<file path="config.mk">
export PLATFORM = sky130hd
export DESIGN_NAME = pll_reset_sequencer
export DESIGN_NICKNAME = d
export VERILOG_FILES = /design/src/rtl/pll_seq_pkg.sv /design/src/rtl/pll_reset_sequencer_sync_2ff.sv /design/src/rtl/pll_reset_sequencer.sv
export SDC_FILE = /design/constraint.sdc
export NUM_CORES = 1
export LEC_CHECK = 0
export BUFFER_PORTS_ARGS = -buffer_cell sky130_fd_sc_hd__clkbuf_2
export CAP_MARGIN = 20
export CORE_MARGIN = 2
export CORE_UTILIZATION = 50
export DETAILED_ROUTE_END_ITERATION = 12
export PLACE_DENSITY = 0.74
export SYNTH_ARGS = -nofsm -noshare
export SYNTH_HDL_FRONTEND = slang
export SYNTH_SLANG_ARGS = --single-unit
</file>
<file path="constraint.sdc">
create_clock -name clk_i -period 2.9 [get_ports clk_i]
set_input_delay 0.29 -clock clk_i [delete_from_list [all_inputs] [get_ports clk_i]]
set_output_delay 0.29 -clock clk_i [all_outputs]
set_load 0.01 [all_outputs]
</file>
<file path="src/rtl/pll_seq_pkg.sv">
//==============================================================================
// Module  : pll_seq_pkg
// Brief   : Shared state encoding and sizing helpers for the PLL reset sequencer.
// Revision: 1.0 - initial release
//==============================================================================
`timescale 1ns/1ps
`default_nettype none

package pll_seq_pkg;

    typedef enum logic [1:0] {
        ST_PLL_RST   = 2'd0,
        ST_WAIT_LOCK = 2'd1,
        ST_STABLE    = 2'd2,
        ST_RUN       = 2'd3
    } seq_state_t;

    localparam logic [7:0] RELOCK_CNT_MAX = 8'd255;

    // One spare bit above the largest terminal count so the counter can never wrap.
    function automatic int unsigned cnt_width(input int unsigned max_val);
        return $clog2(max_val) + 1;
    endfunction

endpackage

`default_nettype wire

</file>
<file path="src/rtl/pll_reset_sequencer_sync_2ff.sv">
//==============================================================================
// Module  : sync_2ff
// Brief   : Two-flop synchronizer with asynchronous active-low reset.
// Revision: 1.0 - initial release
//==============================================================================
`timescale 1ns/1ps
`default_nettype none

module sync_2ff (
    input  logic clk_i,
    input  logic rst_ni,
    input  logic d_i,
    output logic q_o
);

    logic meta_q;
    logic sync_q;

    always_ff @(posedge clk_i or negedge rst_ni) begin
        if (!rst_ni) begin
            meta_q <= 1'b0;
            sync_q <= 1'b0;
        end else begin
            meta_q <= d_i;
            sync_q <= meta_q;
        end
    end

    assign q_o = sync_q;

endmodule

`default_nettype wire

</file>
<file path="src/rtl/pll_reset_sequencer.sv">
//==============================================================================
// Module  : pll_reset_sequencer
// Brief   : Sequences PLL reset, waits for stable lock, then releases the system
//           reset; optional WAIT_LOCK timeout via PLL_SEQ_LOCK_TIMEOUT_EN.
// Revision: 1.0 - initial release
//==============================================================================
`timescale 1ns/1ps
`default_nettype none

module pll_reset_sequencer
    import pll_seq_pkg::*;
#(
    parameter int unsigned PLL_RST_CYCLES     = 12,
    parameter int unsigned LOCK_STABLE_CYCLES = 1024,
    parameter int unsigned LOCK_TIMEOUT       = 12000
) (
    input  logic       clk_i,
    input  logic       rst_ni,
    input  logic       pll_locked_i,
    input  logic       soft_rst_req_i,
    output logic       pll_rstn_o,
    output logic       sys_rstn_o,
    output logic [1:0] seq_state_o,
    output logic [7:0] relock_cnt_o,
    output logic       lock_timeout_flag_o
);

    localparam int unsigned MAX_A   = (PLL_RST_CYCLES > LOCK_STABLE_CYCLES) ?
                                      PLL_RST_CYCLES : LOCK_STABLE_CYCLES;
    localparam int unsigned MAX_ALL = (MAX_A > LOCK_TIMEOUT) ? MAX_A : LOCK_TIMEOUT;
    localparam int unsigned CNT_W   = cnt_width(MAX_ALL);

    localparam logic [CNT_W-1:0] RST_LAST    = CNT_W'(PLL_RST_CYCLES - 1);
    localparam logic [CNT_W-1:0] STABLE_LAST = CNT_W'(LOCK_STABLE_CYCLES - 1);
`ifdef PLL_SEQ_LOCK_TIMEOUT_EN
    localparam logic [CNT_W-1:0] TO_LAST     = CNT_W'(LOCK_TIMEOUT - 1);
`endif

    seq_state_t       state_q, state_d;
    logic [CNT_W-1:0] cnt_q, cnt_d;
    logic [7:0]       relock_q, relock_d;
    logic             pll_rstn_q;
    logic             sys_rstn_q;
    logic             lock_s;
`ifdef PLL_SEQ_LOCK_TIMEOUT_EN
    logic             flag_q, flag_d;
`endif

    sync_2ff u_lock_sync (
        .clk_i  (clk_i),
        .rst_ni (rst_ni),
        .d_i    (pll_locked_i),
        .q_o    (lock_s)
    );

    always_comb begin
        state_d  = state_q;
        cnt_d    = cnt_q;
        relock_d = relock_q;
`ifdef PLL_SEQ_LOCK_TIMEOUT_EN
        flag_d   = flag_q;
`endif
        unique case (state_q)
            ST_PLL_RST: begin
                if (cnt_q == RST_LAST) begin
                    state_d = ST_WAIT_LOCK;
                    cnt_d   = '0;
                end else begin
                    cnt_d = cnt_q + CNT_W'(1);
                end
            end
            ST_WAIT_LOCK: begin
                if (lock_s) begin
                    state_d = ST_STABLE;
                    cnt_d   = '0;
                end
`ifdef PLL_SEQ_LOCK_TIMEOUT_EN
                else if (cnt_q == TO_LAST) begin
                    state_d = ST_PLL_RST;
                    cnt_d   = '0;
                    flag_d  = 1'b1;
                end else begin
                    cnt_d = cnt_q + CNT_W'(1);
                end
`endif
            end
            ST_STABLE: begin
                if (!lock_s) begin
                    state_d = ST_WAIT_LOCK;
                    cnt_d   = '0;
                end else if (cnt_q == STABLE_LAST) begin
                    state_d = ST_RUN;
                    cnt_d   = '0;
`ifdef PLL_SEQ_LOCK_TIMEOUT_EN
                    flag_d  = 1'b0;
`endif
                end else begin
                    cnt_d = cnt_q + CNT_W'(1);
                end
            end
            ST_RUN: begin
                if (!lock_s) begin
                    state_d = ST_PLL_RST;
                    cnt_d   = '0;
                    if (relock_q != RELOCK_CNT_MAX) begin
                        relock_d = relock_q + 8'd1;
                    end
                end
            end
            default: begin
                state_d = ST_PLL_RST;
                cnt_d   = '0;
            end
        endcase

        // Soft reset overrides any lock event decided above in the same cycle.
        if (soft_rst_req_i) begin
            state_d  = ST_PLL_RST;
            cnt_d    = '0;
            relock_d = relock_q;
`ifdef PLL_SEQ_LOCK_TIMEOUT_EN
            flag_d   = flag_q;
`endif
        end
    end

    always_ff @(posedge clk_i or negedge rst_ni) begin
        if (!rst_ni) begin
            state_q    <= ST_PLL_RST;
            cnt_q      <= '0;
            relock_q   <= '0;
            pll_rstn_q <= 1'b0;
            sys_rstn_q <= 1'b0;
        end else begin
            state_q    <= state_d;
            cnt_q      <= cnt_d;
            relock_q   <= relock_d;
            pll_rstn_q <= (state_d != ST_PLL_RST);
            sys_rstn_q <= (state_d == ST_RUN);
        end
    end

`ifdef PLL_SEQ_LOCK_TIMEOUT_EN
    always_ff @(posedge clk_i or negedge rst_ni) begin
        if (!rst_ni) begin
            flag_q <= 1'b0;
        end else begin
            flag_q <= flag_d;
        end
    end

    assign lock_timeout_flag_o = flag_q;
`else
    assign lock_timeout_flag_o = 1'b0;
`endif

    assign pll_rstn_o   = pll_rstn_q;
    assign sys_rstn_o   = sys_rstn_q;
    assign seq_state_o  = state_q;
    assign relock_cnt_o = relock_q;

endmodule

`default_nettype wire
</file>
# --- After elaboration in Yosys (flattened, before gate mapping) ---
# Cells that the tools add are included.
word_totals:
  reg_bits: 29
  inputBits: 4
  output_inout_bits: 13
  elab_cells: 38
classes:
  n_addsub: 2
  n_eq_ne: 9
  n_mux: 14
  n_bitwise: 2
  reduce_logical: 4
ops:
  columns: ["operator", "n"]
  rows:
  - ["2-to-1 mux 15 bit", 6]
  - ["case mux 15 bit (4 select lines)", 1]
  - ["adder 15 x 1 -> 15 bit, second input constant", 1]
  - ["== test 15 x 10 -> 1 bit, second input constant", 1]
  - ["== test 15 x 4 -> 1 bit, second input constant", 1]
  - ["2-to-1 mux 2 bit", 6]
  - ["adder 8 x 1 -> 8 bit, second input constant", 1]
  - ["inequality test 8 bit, second input constant", 1]
  - ["case mux 2 bit (4 select lines)", 1]
  - ["== test 2 bit, second input constant", 3]
  - ["AND reduction 4 bit", 1]
  - ["inequality test 3 x 2 -> 1 bit, second input constant", 1]
  - ["inequality test 3 bit, second input constant", 1]
  - ["== test 2 x 1 -> 1 bit, second input constant", 1]
  - ["logical NOT 2 bit", 1]
  - ["NOT 1 bit", 2]
  - ["AND reduction 2 bit", 1]
  - ["nonzero test 2 bit", 1]

# --- Depth between registers and ports, before layout ---
# Gate-level depths: netlist of run 1.
depth:
  depth_word: 6
  mapped_depth: 7
  ltp_nobuf: 6

# --- Hierarchy ---
# Synthesis of run 1 repeated with hierarchy kept, for this count alone.
hier_totals:
  cells_unflattened: 168
  area_unflattened_um2: 1589.0
modules_own_cells:
  columns: ["module", "n_inst", "cells_each", "area_per_inst_um2", "seq_area_each_um2"]
  rows:
  - ["pll_reset_sequencer", 1, 166, 1539.0, 675.6]
  - ["sync_2ff", 1, 2, 50.0, 50.0]

# --- Worst setup path after synthesis of run 1 ---
# OpenSTA, ideal clock, no wires.
synth_path:
  path_type: "register to register"
  from: "reg cnt_q[10]"
  to: "reg cnt_q[0]"
  setup_time_ns: 0.125
  t_arrival_ns: 1.902
  t_required_ns: 2.775
  slack_ns: 0.874
  path_stages_with_launch: 6
  n_path_buf: 0
  period_less_slack_ns: 2.026
  cell_sequence: "dfrtp_1 -> or4_1 -> or4_4 -> nand3_2 -> a21oi_1 -> mux2_2"
synth_via:
  elab_chain_len: 5
  elab_cells_between_ends: 7
  classes_between: "eq/ne (2); mux (5)"
synth_lines:
  columns: ["item", "line_no", "rtl"]
  rows:
  - ["start, declared", "pll_reset_sequencer.sv:40", "logic [CNT_W-1:0] cnt_q, cnt_d;"]
  - ["start signal, assigned", "pll_reset_sequencer.sv:136", "cnt_q <= cnt_d;"]
  - ["== test 15 x 10 -> 1 bit", "pll_reset_sequencer.sv:91", "end else if (cnt_q == STABLE_LAST) begin"]
  - ["2-to-1 mux 15 bit", "pll_reset_sequencer.sv:91", null]
  - ["2-to-1 mux 15 bit", "pll_reset_sequencer.sv:88", "if (!lock_s) begin"]
  - ["case mux 15 bit (4 select lines) (*)", "pll_reset_sequencer.sv:63", "unique case (state_q)"]
  - ["2-to-1 mux 15 bit (*)", "pll_reset_sequencer.sv:117", "if (soft_rst_req_i) begin"]
# Mark *: on every way between the ends. The rest lies on a longest branch, timed or not.
# A chain may end at the register's enable or synchronous reset.

# --- Worst setup path after layout of run 1 ---
layout_path:
  from: "reg cnt_q[10]"
  to: "reg cnt_q[9]"
# The elaborated chain is that of the path after synthesis.

==> flow_summary.html, run 1 <==
<table>
<tr><th>Metric</th><th>Value</th></tr>
<tr><th colspan="2">Outcome</th></tr>
<tr><td>Status</td><td>finished, violations left</td></tr>
<tr><td>Failing checks</td><td>negative hold slack</td></tr>
<tr><th colspan="2">Global routing</th></tr>
<tr><td>Wire length of the first global-routing pass</td><td>approximately 4400 um</td></tr>
<tr><td>Initial antenna violation count</td><td>0</td></tr>
<tr><td>GRT Overall Usage</td><td>17.7%</td></tr>
<tr><td>Pin count of the biggest net entering global routing</td><td>30</td></tr>
<tr><td>Number of global-route vias before repair</td><td>between 1000 and 1500</td></tr>
<tr><td>Total overflow reported by the global router</td><td>0</td></tr>
<tr><th colspan="2">Cells and area</th></tr>
<tr><td>Number of antenna diodes</td><td>0</td></tr>
<tr><td>NumNets Final</td><td>158</td></tr>
<tr><td>P&amp;R area growth vs syn</td><td>11.2%</td></tr>
<tr><td>Share of post-route cells with drive strength above 1</td><td>20.4%</td></tr>
<tr><th colspan="2">Worst setup path</th></tr>
<tr><td>Path type of the worst setup path</td><td>reg2reg</td></tr>
<tr><td>Startpoint type of the worst setup path</td><td>register</td></tr>
<tr><td>Signal arrival time at the worst endpoint</td><td>2.43 ns</td></tr>
<tr><td>Crit path buffers/inverters</td><td>0</td></tr>
<tr><td>Top delay family on crit path</td><td>simple AND/OR/NAND/NOR gates</td></tr>
<tr><td>Slowest-stage cell, CP</td><td>sky130_fd_sc_hd__or4_1</td></tr>
<tr><td>Critical path fanouts, max</td><td>12</td></tr>
<tr><td>Critical R2R Launch</td><td>cnt_q[10]</td></tr>
<tr><td>Reg2Reg Setup Slack</td><td>0.66 ns</td></tr>
<tr><td>Crit-path cells</td><td>or4_1, or4_4, nand3_1, o211a_1, nor2_1</td></tr>
<tr><td>Endpoint class of the critical path</td><td>register</td></tr>
<tr><td>Worst EP required</td><td>about 3.1 ns</td></tr>
<tr><td>Critical R2R Capture</td><td>cnt_q[9]</td></tr>
<tr><td>CP max stage delay</td><td>0.57 ns</td></tr>
<tr><td>Worst r2r path cells</td><td>5</td></tr>
<tr><th colspan="2">Pwr</th></tr>
<tr><td>Portion of total power attributed to combinational logic</td><td>4.3%</td></tr>
<tr><td>IR drop worst, VDD</td><td>0.312 mV</td></tr>
<tr><td>Net Switching</td><td>0.157 mW</td></tr>
<tr><td>Pint</td><td>0.535 mW</td></tr>
<tr><td>Static power due to leakage</td><td>0.748 nW</td></tr>
<tr><td>Switch share</td><td>22.7%</td></tr>
<tr><td>Portion of total power attributed to the clock network</td><td>35.5%</td></tr>
<tr><td>Power density cells</td><td>443 nW/um^2</td></tr>
<tr><td>Reg power frac</td><td>60.2%</td></tr>
<tr><th colspan="2">Route</th></tr>
<tr><td>DR WL/cell</td><td>13.5 um</td></tr>
<tr><td>Post-DR vias/cell</td><td>5.50</td></tr>
<tr><td>DRC errors left</td><td>0</td></tr>
<tr><td>Pre-Repair DR Iteration Count</td><td>4</td></tr>
<tr><td>Highest metal layer with signal wires</td><td>met4</td></tr>
<tr><td>Post-detailed-route count of antenna-violating nets</td><td>0</td></tr>
<tr><td>Vias</td><td>1006</td></tr>
<tr><td>Met3 Wirelength</td><td>about 120 um</td></tr>
<tr><td>M1 wire length</td><td>1170 um</td></tr>
<tr><td>Count of routing violations after the opening detailed-route iteration</td><td>27</td></tr>
<tr><td>Post-Route WL</td><td>2480 um</td></tr>
<tr><td>Amount of wire on met2 after detailed routing</td><td>1160 um</td></tr>
<tr><th colspan="2">Floorplanning</th></tr>
<tr><td>Effective utilization at floorplan</td><td>51.8%</td></tr>
<tr><td>Core Footprint</td><td>2710 um^2</td></tr>
<tr><td>Die Height</td><td>57.0 um</td></tr>
<tr><td>Top-Level Pins</td><td>17</td></tr>
<tr><td>Area enclosed by the die boundary</td><td>3250 um^2</td></tr>
<tr><td>Horizontal extent of the die</td><td>57.0 um</td></tr>
<tr><td>Cell row count</td><td>19</td></tr>
<tr><th colspan="2">CTS</th></tr>
<tr><td>Root cell of the clock tree</td><td>sky130_fd_sc_hd__clkbuf_4</td></tr>
<tr><td>Hold buffer count at CTS</td><td>0</td></tr>
<tr><td>Maximum number of buffers from clock root to sink</td><td>2</td></tr>
<tr><td>Number of buffers inserted during clock tree synthesis</td><td>5</td></tr>
<tr><td>CTS tree</td><td>done</td></tr>
<tr><td>Insertion delay to the later sink of the worst-skew pair</td><td>0.32 ns</td></tr>
<tr><td>Clock transition time at the flip-flop clock pins of the worst setup and hold paths</td><td>0.09 ns</td></tr>
<tr><td>Number of clock sinks seen by CTS</td><td>29</td></tr>
<tr><td>Post-CTS setup buffers</td><td>0</td></tr>
<tr><td>CTS HTree Levels</td><td>2</td></tr>
<tr><td>Quantity of gates resized following cts</td><td>0</td></tr>
<tr><th colspan="2">STA</th></tr>
<tr><td>Clock skew after layout</td><td>0.00806 ns</td></tr>
<tr><td>Pins Over Slew Limit</td><td>0</td></tr>
<tr><td>Final hold slack</td><td>-0.000726 ns</td></tr>
<tr><td>Highest clock frequency the design can meet</td><td>447 MHz</td></tr>
<tr><td>Aggregate negative setup slack</td><td>0 ns</td></tr>
<tr><td>Number of endpoints with negative hold slack in the final report</td><td>4</td></tr>
<tr><td>Post-route worst setup slack</td><td>0.663 ns</td></tr>
<tr><td>Minimum period implied by the final worst setup slack</td><td>2.24 ns</td></tr>
<tr><td>Setup repair after global routing missed its margin</td><td>false</td></tr>
<tr><td>Measured slew at the worst slew-check pin</td><td>0.709 ns</td></tr>
<tr><td>Post-route fraction of the period consumed by the critical path</td><td>77.1%</td></tr>
<tr><td>Final setup viols</td><td>0</td></tr>
<tr><td>Max transition margin</td><td>52.7%</td></tr>
<tr><th colspan="2">Place</th></tr>
<tr><td>Final HPWL from detailed placement</td><td>1790 um</td></tr>
<tr><td>Count of input and output buffers</td><td>15</td></tr>
<tr><td>Final weighted congestion in routability-driven placement</td><td>0.773</td></tr>
<tr><td>Placement-stage worst setup slack</td><td>about 0.67 ns</td></tr>
<tr><th colspan="2">Worst hold path</th></tr>
<tr><td>Class of the tightest hold or removal check</td><td>in2async</td></tr>
<tr><th colspan="2">Synth</th></tr>
<tr><td>Yosys synthesis warning count</td><td>0</td></tr>
<tr><td>Flip-flop and latch count after synthesis</td><td>29</td></tr>
<tr><td>Number of flops mapped to enable cells by yosys</td><td>0</td></tr>
<tr><td>Proportion of synthesized flip-flops having asynchronous set or reset</td><td>100%</td></tr>
<tr><td>Post-synthesis sequential area ratio</td><td>51.6%</td></tr>
<tr><td>Commonest register cell after synthesis</td><td>sky130_fd_sc_hd__dfrtp_1</td></tr>
<tr><td>Post-synth cell types</td><td>34</td></tr>
<tr><td>Leading cell types by total area after synthesis</td><td>sky130_fd_sc_hd__dfrtp_1 (52%), sky130_fd_sc_hd__xor2_1 (6.9%), sky130_fd_sc_hd__xnor2_1 (5.6%), sky130_fd_sc_hd__nor2_1 (4.0%), sky130_fd_sc_hd__nand3_1 (3.2%)</td></tr>
<tr><td>Mean area per synthesized cell</td><td>roughly 11 um^2</td></tr>
<tr><td>Fraction of post-synthesis cell area in the top cell type by area</td><td>51.6%</td></tr>
<tr><td>Synth Cell Area</td><td>1410 um^2</td></tr>
<tr><td>Number of nets produced by synthesis</td><td>137</td></tr>
<tr><td>Synth area leader</td><td>sky130_fd_sc_hd__dfrtp_1</td></tr>
<tr><td>List of most frequent post-synthesis cells</td><td>sky130_fd_sc_hd__dfrtp_1 (29), sky130_fd_sc_hd__nor2_1 (15), sky130_fd_sc_hd__nand2_1 (12), sky130_fd_sc_hd__xor2_1 (11)</td></tr>
<tr><td>Number of instances in the synthesized netlist</td><td>131</td></tr>
<tr><td>Most frequently used cell type in the post-synthesis netlist</td><td>sky130_fd_sc_hd__dfrtp_1</td></tr>
<tr><th colspan="2">Flow run</th></tr>
<tr><td>Max_cap viols</td><td>0</td></tr>
</table>
-- stage by stage --
stage	hold slack, ns	power (mW)	util (%)	std cells	instance area, um^2
2_1_floorplan	-0.00559	0.441	-	131	1410
3_3_place_gp	0.335	0.453	55.6	176	1510
4_1_cts	0.0317	0.696	57.7	183	1560
5_1_grt	0.0450	0.722	57.7	183	1560
3_5_place_dp	0.341	0.455	55.6	176	1510
6_report	-0.000726	0.692	57.7	183	1560
-- registers in the layout, indices dropped and copies added, names as in the netlist --
register,cells
pll_rstn_o,1
seq_state_o,2
cnt_q,15
sys_rstn_o,1
relock_cnt_o,8
u_lock_sync.q_o,1
u_lock_sync.meta_q,1
-- cells in the final DEF (no fill, tap or decap), types with 2 or more instances in the layout --
cell type / n
sky130_fd_sc_hd__a21oi_1: 4
sky130_fd_sc_hd__and2_1: 2
sky130_fd_sc_hd__and2b_2: 2
sky130_fd_sc_hd__and3_1: 2
sky130_fd_sc_hd__and4_1: 3
sky130_fd_sc_hd__clkbuf_2: 15
sky130_fd_sc_hd__clkbuf_4: 5
sky130_fd_sc_hd__dfrtp_1: 29
sky130_fd_sc_hd__ha_1: 2
sky130_fd_sc_hd__mux2_2: 2
sky130_fd_sc_hd__nand2_1: 12
sky130_fd_sc_hd__nand3_1: 9
sky130_fd_sc_hd__nand3b_1: 3
sky130_fd_sc_hd__nand4_1: 4
sky130_fd_sc_hd__nor2_1: 15
sky130_fd_sc_hd__nor2b_1: 3
sky130_fd_sc_hd__nor3_1: 2
sky130_fd_sc_hd__xnor2_1: 9
sky130_fd_sc_hd__xor2_1: 11
-- power groups by stage --
| stage | Combinational [mW] | Clock [mW] | Sequential (mW) |
|---|---|---|---|
| 6_report | 0.0297 | 0.246 | 0.417 |
| 5_1_grt | 0.0346 | 0.270 | 0.418 |
| 4_1_cts | 0.0309 | 0.248 | 0.417 |
| 3_5_place_dp | 0.0305 | 0 | 0.425 |
| 3_3_place_gp | 0.0290 | 0 | 0.424 |
| 2_1_floorplan | 0.0180 | 0 | 0.423 |
-- final cells by class --
type | instances | area, um^2
clock buffers | 7 | 55.1
fillers | 245 | 1150
multi-input cells | 100 | 661
flip-flops and latches | 29 | 726
well taps | 31 | 38.8
repair buffers | 16 | 82.6
-- worst max-delay path by stage --
stage	from	to	slack, ns	cells past startpoint
6_report	cnt_q[10]	cnt_q[9]	0.66	5
5_1_grt	cnt_q[10]	cnt_q[10]	0.55	5
4_1_cts	cnt_q[10]	cnt_q[3]	0.66	5
3_5_place_dp	cnt_q[10]	cnt_q[3]	0.67	5
3_3_place_gp	cnt_q[10]	cnt_q[11]	0.74	5
2_1_floorplan	cnt_q[10]	cnt_q[0]	0.87	5
-- layer usage --
layer	vias to the layer above	track usage [%]
li1	496	-
met3	2	7.71
met4	0	5.98
met5	-	0
met1	490	21.6
met2	18	28.4
-- cell families (layout without fill, tap and decap cells) --
kind of cell	after synthesis	in the layout	share of synthesized area [%]
xor+xnor	20	20	12.5
flops	29	29	51.6
fa+ha+maj	2	2	1.78
compound gates	10	10	5.17
other cells	1	1	0.267
buf+inv	2	23	1.34
simple gates	65	65	25.7
mux	2	2	1.60
No activity file was read; power rests on OpenSTA's default activity.
==> run 2, diff against run 1 <==
--- a/config.mk
+++ b/config.mk
@@ -5,12 +5,13 @@
 export SDC_FILE = /design/constraint.sdc
 export NUM_CORES = 1
 export LEC_CHECK = 0
+export ABC_AREA = 1
 export BUFFER_PORTS_ARGS = -buffer_cell sky130_fd_sc_hd__clkbuf_2
 export CAP_MARGIN = 20
 export CORE_MARGIN = 2
 export CORE_UTILIZATION = 50
 export DETAILED_ROUTE_END_ITERATION = 12
-export PLACE_DENSITY = 0.74
+export PLACE_DENSITY = 0.76
 export SYNTH_ARGS = -nofsm -noshare
 export SYNTH_HDL_FRONTEND = slang
 export SYNTH_SLANG_ARGS = --single-unit
==> constraint.sdc (replaced) <==
create_clock -name clk_i -period 1.9 [get_ports clk_i]
set_input_delay 0.19 -clock clk_i [delete_from_list [all_inputs] [get_ports clk_i]]
set_output_delay 0.19 -clock clk_i [all_outputs]
set_load 0.01 [all_outputs]
==> run 2 against run 1 <==
Critical endpoint is now relock_cnt_o[6]; synthesized cell count grew 64%; largest cell class is now multi-input gates; die area up 21%; global-route usage is 0.18 points higher; the flow now finishes without violations; clock power rose by 45%.
==> flow_summary.html, run 2 <==
<table>
<tr><th>Metric</th><th>Value</th></tr>
<tr><th colspan="2">Outcome</th></tr>
<tr><td>Status</td><td>finished, final reports clean</td></tr>
<tr><th colspan="2">Cells and area</th></tr>
<tr><td>NumNets Final</td><td>242 (+53%)</td></tr>
<tr><td>Final instance count without filler cells</td><td>283 (+55%)</td></tr>
<tr><td>Most flops, register</td><td>cnt_q</td></tr>
<tr><td>Share of post-route cells with drive strength above 1</td><td>24.5% (+4.1 points)</td></tr>
<tr><td>Post-route standard cell area excluding fillers</td><td>1890 um^2 (+21%)</td></tr>
<tr><td>Number of flip-flops in the largest register</td><td>15 (unchanged)</td></tr>
<tr><td>Commonest non-fill, non-tap cell in the layout</td><td>sky130_fd_sc_hd__nand2_1</td></tr>
<tr><td>P&amp;R area growth vs syn</td><td>10.1%</td></tr>
<tr><td>Most used cells in the layout excluding fill and tap cells</td><td>sky130_fd_sc_hd__nand2_1 (60), sky130_fd_sc_hd__dfrtp_1 (29), sky130_fd_sc_hd__inv_1 (21), sky130_fd_sc_hd__nor2_1 (20), sky130_fd_sc_hd__clkbuf_2 (15)</td></tr>
<tr><td>Number of antenna diodes</td><td>0 (unchanged)</td></tr>
<tr><td>Utilization after layout</td><td>57.1% (-0.56 points)</td></tr>
<tr><th colspan="2">Global routing</th></tr>
<tr><td>GRT Overall Usage</td><td>17.9% (+0.18 points)</td></tr>
<tr><td>Initial antenna violation count</td><td>0 (unchanged)</td></tr>
<tr><td>Number of global-route vias before repair</td><td>1250 (+24%)</td></tr>
<tr><td>Pin count of the biggest net entering global routing</td><td>30 (unchanged)</td></tr>
<tr><td>Wire length of the first global-routing pass</td><td>5600 um (+28%)</td></tr>
<tr><td>Total overflow reported by the global router</td><td>0 (unchanged)</td></tr>
<tr><th colspan="2">Synth</th></tr>
<tr><td>Mean area per synthesized cell</td><td>7.98 um^2 (-26%)</td></tr>
<tr><td>Yosys synthesis warning count</td><td>0 (unchanged)</td></tr>
<tr><td>Post-synthesis sequential area ratio</td><td>42.3% (-9.4 points)</td></tr>
<tr><td>Leading cell types by total area after synthesis</td><td>sky130_fd_sc_hd__dfrtp_1 (42%), sky130_fd_sc_hd__nand2_1 (13%), sky130_fd_sc_hd__a21oi_2 (5.6%), sky130_fd_sc_hd__inv_1 (4.6%), sky130_fd_sc_hd__nor2_1 (4.4%)</td></tr>
<tr><td>Number of flops mapped to enable cells by yosys</td><td>0 (unchanged)</td></tr>
<tr><td>Proportion of synthesized flip-flops having asynchronous set or reset</td><td>100% (unchanged)</td></tr>
<tr><td>List of most frequent post-synthesis cells</td><td>sky130_fd_sc_hd__nand2_1 (60), sky130_fd_sc_hd__dfrtp_1 (29), sky130_fd_sc_hd__inv_1 (21), sky130_fd_sc_hd__nor2_1 (20), sky130_fd_sc_hd__a21oi_2 (11)</td></tr>
<tr><td>Number of nets produced by synthesis</td><td>221 (+61%)</td></tr>
<tr><td>Most frequently used cell type in the post-synthesis netlist</td><td>sky130_fd_sc_hd__nand2_1</td></tr>
<tr><td>Commonest register cell after synthesis</td><td>sky130_fd_sc_hd__dfrtp_1</td></tr>
<tr><td>Flip-flop and latch count after synthesis</td><td>29 (unchanged)</td></tr>
<tr><td>Synth Cell Area</td><td>1720 um^2 (+22%)</td></tr>
<tr><td>Post-synth cell types</td><td>28 (-18%)</td></tr>
<tr><td>Fraction of post-synthesis cell area in the top cell type by area</td><td>42.3% (-9.4 points)</td></tr>
<tr><td>Number of instances in the synthesized netlist</td><td>215 (+64%)</td></tr>
<tr><td>Synth area leader</td><td>sky130_fd_sc_hd__dfrtp_1</td></tr>
<tr><th colspan="2">Worst setup path</th></tr>
<tr><td>Crit-path cells</td><td>ha_1, nand3_2, nor2_2, nand2_2, o21a_1, nand4_1, nand2_1</td></tr>
<tr><td>Endpoint class of the critical path</td><td>register</td></tr>
<tr><td>CP max stage delay</td><td>0.44 ns (-0.13 ns)</td></tr>
<tr><td>Slowest-stage cell, CP</td><td>sky130_fd_sc_hd__dfrtp_1</td></tr>
<tr><td>Startpoint type of the worst setup path</td><td>register</td></tr>
<tr><td>Top delay family on crit path</td><td>simple AND/OR/NAND/NOR gates</td></tr>
<tr><td>Crit path buffers/inverters</td><td>0 (unchanged)</td></tr>
<tr><td>Critical path fanouts, max</td><td>7 (-5)</td></tr>
<tr><td>Path type of the worst setup path</td><td>reg2reg</td></tr>
<tr><td>Worst EP required</td><td>2.12 ns (-0.98 ns)</td></tr>
<tr><td>Signal arrival time at the worst endpoint</td><td>1.75 ns (-0.68 ns)</td></tr>
<tr><th colspan="2">Flow run</th></tr>
<tr><td>Max_cap viols</td><td>0 (unchanged)</td></tr>
<tr><th colspan="2">Place</th></tr>
<tr><td>Placement-stage worst setup slack</td><td>0.377 ns (-0.295 ns)</td></tr>
<tr><td>Number of cells after detailed placement</td><td>273 (+55%)</td></tr>
<tr><td>Final weighted congestion in routability-driven placement</td><td>0.821 (+6.2%)</td></tr>
<tr><td>Count of input and output buffers</td><td>15 (unchanged)</td></tr>
<tr><td>Area post-placement</td><td>1820 um^2 (+21%)</td></tr>
<tr><td>Final HPWL from detailed placement</td><td>2280 um (+27%)</td></tr>
<tr><th colspan="2">Floorplanning</th></tr>
<tr><td>Horizontal extent of the die</td><td>62.6 um (+9.8%)</td></tr>
<tr><td>Effective utilization at floorplan</td><td>51.9% (about the same)</td></tr>
<tr><td>Top-Level Pins</td><td>17 (unchanged)</td></tr>
<tr><td>Area enclosed by the die boundary</td><td>3920 um^2 (+21%)</td></tr>
<tr><td>Die Height</td><td>62.6 um (+9.8%)</td></tr>
<tr><td>Core Footprint</td><td>3310 um^2 (+22%)</td></tr>
<tr><td>Cell row count</td><td>21 (+2)</td></tr>
<tr><th colspan="2">STA</th></tr>
<tr><td>Post-route worst setup slack</td><td>0.370 ns (-0.294 ns)</td></tr>
<tr><td>Setup repair after global routing missed its margin</td><td>false</td></tr>
<tr><td>Pins Over Slew Limit</td><td>0 (unchanged)</td></tr>
<tr><td>Minimum period implied by the final worst setup slack</td><td>1.53 ns (-0.706 ns)</td></tr>
<tr><td>Post-route fraction of the period consumed by the critical path</td><td>80.5% (+3.4 points)</td></tr>
<tr><td>Highest clock frequency the design can meet</td><td>653 MHz (+46%)</td></tr>
<tr><td>Measured slew at the worst slew-check pin</td><td>0.713 ns (+0.00438 ns)</td></tr>
<tr><td>Max transition margin</td><td>52.4% (-0.29 points)</td></tr>
<tr><td>Final setup viols</td><td>0 (unchanged)</td></tr>
<tr><td>Final hold slack</td><td>0.0549 ns (+0.0557 ns)</td></tr>
<tr><td>Aggregate negative setup slack</td><td>0 ns (unchanged)</td></tr>
<tr><td>Number of endpoints with negative hold slack in the final report</td><td>0 (-4)</td></tr>
<tr><td>Clock skew after layout</td><td>0.00958 ns (+0.00152 ns)</td></tr>
<tr><th colspan="2">Pwr</th></tr>
<tr><td>Power density cells</td><td>551 nW/um^2 (+24%)</td></tr>
<tr><td>Static power due to leakage</td><td>0.935 nW (+25%)</td></tr>
<tr><td>Tot Pwr</td><td>1.04 mW (+51%)</td></tr>
<tr><td>IR drop worst, VDD</td><td>0.470 mV (+51%)</td></tr>
<tr><th colspan="2">Route</th></tr>
<tr><td>DRC errors left</td><td>0 (unchanged)</td></tr>
<tr><td>Post-Route WL</td><td>3090 um (+25%)</td></tr>
<tr><td>Pre-Repair DR Iteration Count</td><td>4 (unchanged)</td></tr>
<tr><td>Count of routing violations after the opening detailed-route iteration</td><td>66 (+140%)</td></tr>
<tr><td>Post-DR vias/cell</td><td>4.84 (-12%)</td></tr>
<tr><td>Post-detailed-route count of antenna-violating nets</td><td>0 (unchanged)</td></tr>
<tr><td>Vias</td><td>1371 (+36%)</td></tr>
<tr><td>DR WL/cell</td><td>10.9 um (-19%)</td></tr>
<tr><th colspan="2">CTS</th></tr>
<tr><td>Number of clock sinks seen by CTS</td><td>29 (unchanged)</td></tr>
<tr><td>Clock transition time at the flip-flop clock pins of the worst setup and hold paths</td><td>0.09 ns (about the same)</td></tr>
<tr><td>Insertion delay to the later sink of the worst-skew pair</td><td>0.33 ns (about the same)</td></tr>
<tr><td>CTS HTree Levels</td><td>2 (unchanged)</td></tr>
<tr><td>Number of buffers inserted during clock tree synthesis</td><td>5 (unchanged)</td></tr>
<tr><td>Root cell of the clock tree</td><td>sky130_fd_sc_hd__clkbuf_4</td></tr>
<tr><td>CTS tree</td><td>done</td></tr>
<tr><td>Maximum number of buffers from clock root to sink</td><td>2 (unchanged)</td></tr>
<tr><th colspan="2">Worst hold path</th></tr>
<tr><td>Class of the tightest hold or removal check</td><td>in2reg</td></tr>
</table>
-- run 2: power breakdown --
part | total, mW | switching (mW) | internal, mW | leakage (nW)
registers | 0.633 | 0.00785 | 0.625 | 0.393
logic | 0.0533 | 0.0357 | 0.0176 | 0.510
clock network | 0.357 | 0.216 | 0.141 | 0.0320
total | 1.04 | 0.259 | 0.783 | 0.935
-- run 2: final cells by class --
class | instances | area (um^2)
Fill cell | 318 | 1420
Multi-Input combinational cell | 154 | 845
Sequential cell | 29 | 726
Timing Repair Buffer | 19 | 110
Inverter | 27 | 101
Tap cell | 46 | 57.6
Clock buffer | 6 | 41.3
Clock inverter | 2 | 10.0
-- run 2: routing by layer --
| layer | routed length (um) | GRT usage, % | up-vias |
|---|---|---|---|
| met4 | 45 | 5.83 | 0 |
| met3 | 157 | 4.86 | 5 |
| met2 | 1400 | 27.4 | 28 |
| met1 | 1490 | 24.7 | 624 |
| met5 | 0 | 0 | - |
| li1 | - | - | 714 |
-- run 2: worst paths after layout --
kind,start,end,slack [ns],depth (start not counted)
max in group asynchronous,rst_ni,relock_cnt_o[0],1.00,2
min in group asynchronous,rst_ni,cnt_q[10],0.44,2
max,relock_cnt_o[0],relock_cnt_o[6],0.37,7
min,soft_rst_req_i,seq_state_o[1],0.05,2
max reg2reg,relock_cnt_o[0],relock_cnt_o[6],0.37,7
min reg2reg,u_lock_sync.meta_q,u_lock_sync.q_o,0.37,0
-- run 2: repair_timing --
| item | in CTS | in global routing |
|---|---|---|
| setup buffers | 0 | 0 |
| gates resized for setup | 0 | 0 |
| endpoints found under the hold margin | 30 | 0 |
| hold buffers | 2 | 0 |
-- run 2: cell families after synthesis --
group,after synthesis,share of synthesized area [%]
AO/OA/AOI/OAI,24,10.5
buffers and inverters,32,8.53
XOR/XNOR,12,6.12
AND/OR/NAND/NOR,115,30.9
adder cells (fa/ha/maj),2,1.46
flip-flops,29,42.3
other,1,0.218
